### src/rtl/cache_pkg.sv
// Shared types and block-geometry constants for the cache miss/fill logic.
package cache_pkg;

    typedef enum logic {
        IDLE,
        FILL
    } fill_state_t;

    localparam int WORDS_PER_BLOCK   = 8;
    localparam int BLOCK_OFFSET_BITS = 4;

endpackage : cache_pkg

### src/rtl/cache_fill_fsm_onehot_dec3to8.sv
// 3-to-8 one-hot decoder with enable; shared by word-enable and block-enable decode.
module onehot_dec3to8 (
    input  logic       i_en,
    input  logic [2:0] i_sel,
    output logic [7:0] o_onehot
);

    always_comb begin
        o_onehot = '0;
        if (i_en) begin
            o_onehot[i_sel] = 1'b1;
        end
    end

endmodule : onehot_dec3to8

### src/rtl/cache_fill_fsm.sv
// Cache miss fill controller: latches the block base, streams eight word reads
// to memory and writes each returned word into the data array, tag on the last.
module cache_fill_fsm
    import cache_pkg::*;
#(
    parameter int WORDS = 8,
    parameter int AW    = 16,
    parameter int DW    = 16
) (
    input  logic             clk,
    input  logic             rst,
    input  logic             miss_detected,
    input  logic [AW-1:0]    miss_address,
    input  logic [DW-1:0]    memory_data,
    input  logic             memory_data_valid,
    output logic             fsm_busy,
    output logic             mem_read,
    output logic [AW-1:0]    memory_address,
    output logic             write_data_array,
    output logic [WORDS-1:0] word_enable,
    output logic [DW-1:0]    fill_data,
    output logic             write_tag_array,
    output logic [AW-1:0]    fill_base
);

    fill_state_t   r_state;
    logic [3:0]    r_req_cnt;
    logic [2:0]    r_rcv_cnt;
    logic [AW-1:0] r_fill_base;

    logic          w_in_fill;
    logic          w_req_active;
    logic          w_accept;
    logic          w_last_word;
    logic [AW-1:0] w_base_mask;
    logic [AW-1:0] w_req_offset;
    logic [7:0]    w_onehot;

    assign w_base_mask  = {{(AW-BLOCK_OFFSET_BITS){1'b1}}, {BLOCK_OFFSET_BITS{1'b0}}};
    assign w_req_offset = {{(AW-5){1'b0}}, r_req_cnt, 1'b0};

    assign w_in_fill    = (r_state == FILL);
    assign w_req_active = w_in_fill && !r_req_cnt[3];
    assign w_accept     = w_in_fill && memory_data_valid;
    assign w_last_word  = w_accept && (r_rcv_cnt == 3'd7);

    always_ff @(posedge clk or negedge rst) begin
        if (!rst) begin
            r_state     <= IDLE;
            r_req_cnt   <= '0;
            r_rcv_cnt   <= '0;
            r_fill_base <= '0;
        end else begin
            case (r_state)
                IDLE: begin
                    if (miss_detected) begin
                        r_state     <= FILL;
                        r_fill_base <= miss_address & w_base_mask;
                        r_req_cnt   <= '0;
                        r_rcv_cnt   <= '0;
                    end
                end
                FILL: begin
                    if (w_req_active) begin
                        r_req_cnt <= r_req_cnt + 4'd1;
                    end
                    // rcv_cnt wraps to 0 exactly when the eighth word ends the fill
                    if (w_accept) begin
                        r_rcv_cnt <= r_rcv_cnt + 3'd1;
                        if (r_rcv_cnt == 3'd7) begin
                            r_state <= IDLE;
                        end
                    end
                end
                default: begin
                    r_state <= IDLE;
                end
            endcase
        end
    end

    onehot_dec3to8 u_word_dec (
        .i_en     (w_accept),
        .i_sel    (r_rcv_cnt),
        .o_onehot (w_onehot)
    );

    assign fsm_busy         = w_in_fill;
    assign mem_read         = w_req_active;
    assign memory_address   = w_req_active ? (r_fill_base + w_req_offset) : '0;
    assign write_data_array = w_accept;
    assign word_enable      = w_onehot[WORDS-1:0];
    assign fill_data        = w_accept ? memory_data : '0;
    assign write_tag_array  = w_last_word;
    assign fill_base        = r_fill_base;

endmodule : cache_fill_fsm
### config.mk
export PLATFORM = sky130hd
export DESIGN_NAME = cache_fill_fsm
export DESIGN_NICKNAME = d
export VERILOG_FILES = /design/src/rtl/cache_pkg.sv /design/src/rtl/cache_fill_fsm_onehot_dec3to8.sv /design/src/rtl/cache_fill_fsm.sv
export SDC_FILE = /design/constraint.sdc
export NUM_CORES = 1
export LEC_CHECK = 0
export BUFFER_PORTS_ARGS = -buffer_cell sky130_fd_sc_hd__clkbuf_2
export CORE_AREA = 2 2 66 53
export CTS_BUF_LIST = sky130_fd_sc_hd__clkbuf_2
export CTS_CLUSTER_DIAMETER = 40
export CTS_CLUSTER_SIZE = 28
export DETAILED_ROUTE_END_ITERATION = 7
export DIE_AREA = 0 0 68 55
export PLACE_DENSITY = 0.84
export SLEW_MARGIN = 10
export SYNTH_ARGS = -nofsm -noshare
export SYNTH_HDL_FRONTEND = slang
export SYNTH_SLANG_ARGS = --single-unit
### constraint.sdc
create_clock -name clk -period 4.7 [get_ports clk]
set_clock_uncertainty 0.05 [all_clocks]
set_input_delay 0.235 -clock clk [delete_from_list [all_inputs] [get_ports clk]]
set_output_delay 0.235 -clock clk [all_outputs]
set_load 0.01 [all_outputs]
Word-level counts from Yosys, hierarchy flattened
Cells that the tools add are included.
Widths: inputs -> output; s select.
{"block": "classes", "n_addsub": 3, "n_lt_le_gt_ge": 2, "n_eq_ne": 4, "mux": 15, "bitwise": 1, "reduce_logical": 8}
{"cell": "$mux 16", "count": 2}
{"cell": "$add 16x5->16", "count": 1}
{"cell": "$mux 4", "count": 2}
{"cell": "$mux 8", "count": 1}
{"cell": "$pmux 4 s2", "count": 1}
{"cell": "$mux 3", "count": 2}
{"cell": "$pmux 3 s2", "count": 1}
{"cell": "$reduce_and 2->1", "count": 3}
{"cell": "$add 4x1->4 const B", "count": 1}
{"cell": "$logic_and 1x1->1", "count": 4}
{"cell": "$lt 3x4->1 const B", "count": 1}
{"cell": "$mux 1", "count": 4}
{"cell": "$ne 2x1->1 const B", "count": 2}
{"cell": "$add 3x1->3 const B", "count": 1}
{"cell": "$demux 1 s3", "count": 1}
{"cell": "$eq 3x3->1 const B", "count": 1}
{"cell": "$ge 3x1->1 const B", "count": 1}
{"cell": "$ne 2x2->1 const B", "count": 1}
{"cell": "$pmux 1 s2", "count": 1}
{"cell": "$logic_not 1->1", "count": 1}
{"cell": "$not 1->1", "count": 1}
{"block": "totals", "reg_bits": 20, "output_inout_bits": 60, "wordCells": 37}

Depth between registers and ports, before layout
{"block": "depth", "word_depth": 5, "ltp_mapped": 5, "ltp_nobuf": 4}

Hierarchy
From an unflattened synthesis, not the netlist that was laid out.
{"block": "unflattened", "hier_cells": 141, "area_unflattened_um2": 1371.3}
{"mod": "cache_fill_fsm", "instances": 1, "cells_per_inst": 133, "area_each_um2": 1275.0}
{"mod": "onehot_dec3to8", "instances": 1, "cells_per_inst": 8, "area_each_um2": 96.3}

Least setup slack after synthesis
Ideal clock, no wire load.
{"block": "synth_path", "path_kind": "register to output", "from": "register r_fill_base[4] (netlist: fill_base[4])", "to": "output port memory_address[15]", "arrival_ns": 1.538, "setup_slack_ns": 2.877, "stages_incl_launch_ff": 5, "path_cell_list": "dfrtp_1 -> ha_1 -> nand4_2 -> or4_1 -> a21oi_1"}
{"block": "synth_via", "elab_chain_len": 2}
{"item": "from (decl)", "line": "cache_fill_fsm.sv:29", "source": "logic [AW-1:0] r_fill_base;"}
{"item": "from (signal assigned)", "line": "cache_fill_fsm.sv:58", "source": "r_fill_base <= miss_address & w_base_mask;"}
{"item": "$add 16x5->16", "line": "cache_fill_fsm.sv:90", "source": "assign memory_address = w_req_active ? (r_fill_base + w_req_offset) : '0;"}
{"item": "$mux 16", "line": "cache_fill_fsm.sv:90"}
{"item": "to (decl)", "line": "cache_fill_fsm.sv:18", "source": "output logic [AW-1:0] memory_address,"}
Every way passes these cells.

Worst setup path after layout
{"block": "layout_path", "from": "register r_req_cnt[3]", "to": "output port memory_address[15]"}
{"block": "layout_via", "elab_chain_len": 3}
{"item": "from (decl)", "line": "cache_fill_fsm.sv:27", "source": "logic [3:0] r_req_cnt;"}
{"item": "from (signal assigned)", "line": "cache_fill_fsm.sv:65", "source": "r_req_cnt <= r_req_cnt + 4'd1;"}
{"item": "branches (longest 2 deep; another with $add 16x5->16)"}
{"item": "$mux 16 *", "line": "cache_fill_fsm.sv:90"}
Mark *: on every way between the ends.

==> flow_summary.ini <==
[timing]
tns_ps = 0
fin_crit_ps = 2390
rsz0062_at_grt = false
whs_ps = 83.0
slew_headroom = 0.604
final_hold_viol_count = 0
maxSlewViolCount = 0
worstMarginPinSlew_ps = 594
max_freq_mhz = 419
finalCritPeriodShare = 0.508
setup-violations-final = 0

[synthesis]
ys_top_cells_by_count = dfrtp_1, and3_1, nor2_1, nand2_1, a21oi_1
synthAdderAreaFrac = 0.0468
yosys-mux-area-fraction = 0.100
synth_edf_count = 0
synth_top_area_share = 0.374
synth_cell_types = 34
ys_ff_latch = 20
yosys.area_share.simple = 0.277
synth_xor_area_frac = 0.0327
async_flop_share = 1.00
synth.largest_area_cell = dfrtp_1
netlist_area_um2 = 1340
syn_inst = 147
synth_top_family_by_area = simple AND/OR/NAND/NOR gates
ys_top_cells_by_area = dfrtp_1, and3_1, mux2_2
yosysMostFrequentCell = dfrtp_1
syn_avg_cell_area_um2 = 9.10
ys.flop_type = dfrtp_1
synth.yosys.seq_area_share = 0.374
yosys_warnings = 0
synth_compound_area_frac = 0.103

[placement]
dpl_cell_area_um2 = 1770
hpwl_um = 2560
placedCellCount = 266
place.gp.congestion = 0.840
portBuffers = 86

[floorplan]
die_x_um = 68
core_area_um2 = 3110
start_util = 0.430
die_area_um2 = 3740
row_count = 18
num_io_pins = 96
die-height_um = 55

[critical_path]
worstPathMaxFanout = 8
reg2reg_slack_ps = 2810
critPathArrivalTime_ps = 2100
endpoint_kind = primary output
start_kind = register
path_class = register to primary output
worstPathRequired_ps = 4410

[clock_network]
clock-sinks = 20
path_clk_slew_ps = 180
ctsResizeCount = 0
cts_setup_buffers = 0
htree_levels = 1
cts_tree = done
clockBufferDepth = 2
cts_made_buffers = 3
root_buffer = clkbuf_2
clk_latency_ps = 300

[grt]
grt_antenna_before_repair = 0
met1_usage = 0.205
grt_max_degree = 26
first_global_vias = 1053
met2_usage = 0.283
gr-usage-met3 = 0.0445
gr-total-overflow = 0
grt_pass1_wl_um = 4600
grt_usage = 0.164
top_usage_layer = met2

[power_and_ir_drop]
peakVddDrop_v = 0.000221
p_int_uw = 505
pwr-share-clk = 0.072
p_sw_uw = 435
seqPwrFrac = 0.406
combPwrFrac = 0.522
power_leakage_uw = 0.000992
switching_share = 0.463
powerDensity_nw_per_um2 = 521

[route]
ant_nets = 0
drt-wirelength-per-cell_um = 12.3
drt_iter0_markers = 109
dr.pass1.iters = 4
wirelength_um = 3320
num_vias = 1364
drc = 0
routed_via_density = 5.03

[layout]
antenna_cells = 0
nets = 273
area_delta_synth_final_pct = 34.8
final_area_um2 = 1800
drive_above_1_share = 0.437
stdcell_count = 271

[min_path]
min-delay-path-class = input port to register

[status]
status = finished, final reports clean

[run]
cap_violations = 0
[power groups by stage]
stage,Sequential (uW),Clock (uW),Combinational (uW)
2_1_floorplan,377,0,298
3_3_place_gp,376,0,481
3_5_place_dp,381,0,497
4_1_cts,377,71.6,498
5_1_grt,396,78.8,550
6_report,381,67.9,491
[timing repair]
item | CTS | global route
hold buffers | 1 | 0
endpoints found under the hold margin | 20 | 0
endpoints found under the setup margin | 0 | 0
[critical path: stages, from the launching register on]
cell and delay (ps):
dfrtp_1 470, ha_1 250, nand4_2 240, or4_1 530, a21oi_1 150, clkbuf_2 150
[final timing paths]
kind                                          startpoint                        end  cells after the start
worst min register to register  r_req_cnt[1]$_DFFE_PN0P_   r_req_cnt[1]$_DFFE_PN0P_                      1
min in group asynchronous                            rst  fill_base[10]$_DFFE_PN0P_                      2
max in group asynchronous                            rst   r_req_cnt[2]$_DFFE_PN0P_                      2
worst max-delay path            r_req_cnt[3]$_DFFE_PN0P_         memory_address[15]                      5
worst max register to register        fsm_busy$_DFF_PN0_   r_req_cnt[0]$_DFFE_PN0P_                      4
worst min-delay path                    miss_address[11]  fill_base[11]$_DFFE_PN0P_                      3
[per-stage QoR]
| stage | total power, uW | worst slack [ps] | util |
|---|---|---|---|
| after floorplan | 676 | 2880 | - |
| after global placement | 857 | 2740 | 0.571 |
| after detailed placement | 878 | 2660 | 0.571 |
| after CTS | 947 | 2280 | 0.580 |
| after global routing | 1020 | 2100 | 0.580 |
| final | 940 | 2310 | 0.580 |
[cell type report]
cell class | count | area (um^2)
Clock inverter | 1 | 3.75
Tap cell | 40 | 50.0
Timing Repair Buffer | 88 | 448
Clock buffer | 3 | 15.0
Sequential cell | 20 | 500
Multi-Input combinational cell | 114 | 767
Fill cell | 279 | 1310
Inverter | 5 | 18.8
[metal layers]
metal  up-vias  wire, um  part of all wire
li1        686         -                 -
met1       633      1470              0.44
met2        41      1650              0.50
met3         4       177             0.053
met4         0        23            0.0069
met5         -         0                 0
[kinds of logic (layout without fill, tap and decap cells)]
family,count (synthesis),in the layout
AND/OR/NAND/NOR,65,65
AO/OA/AOI/OAI,22,22
flip-flops,20,20
buffers and inverters,17,97
multiplexers,12,12
adder cells (fa/ha/maj),5,5
XOR/XNOR,5,5
other,1,5
[state kept, by name, summed over array words and instances (netlist names)]
name,flops
r_rcv_cnt,3
r_req_cnt,4
fill_base,12
fsm_busy,1
[cell usage in the layout, fill, tap and decap left out, types with 6 or more instances in the layout]
master | netlist | layout
a21oi_1 | 7 | 7
and3_1 | 17 | 17
clkbuf_2 | 0 | 89
dfrtp_1 | 20 | 20
mux2_2 | 6 | 6
nand2_1 | 9 | 9
nor2_1 | 11 | 11
Note: power is estimated with default switching activity, not from simulation.
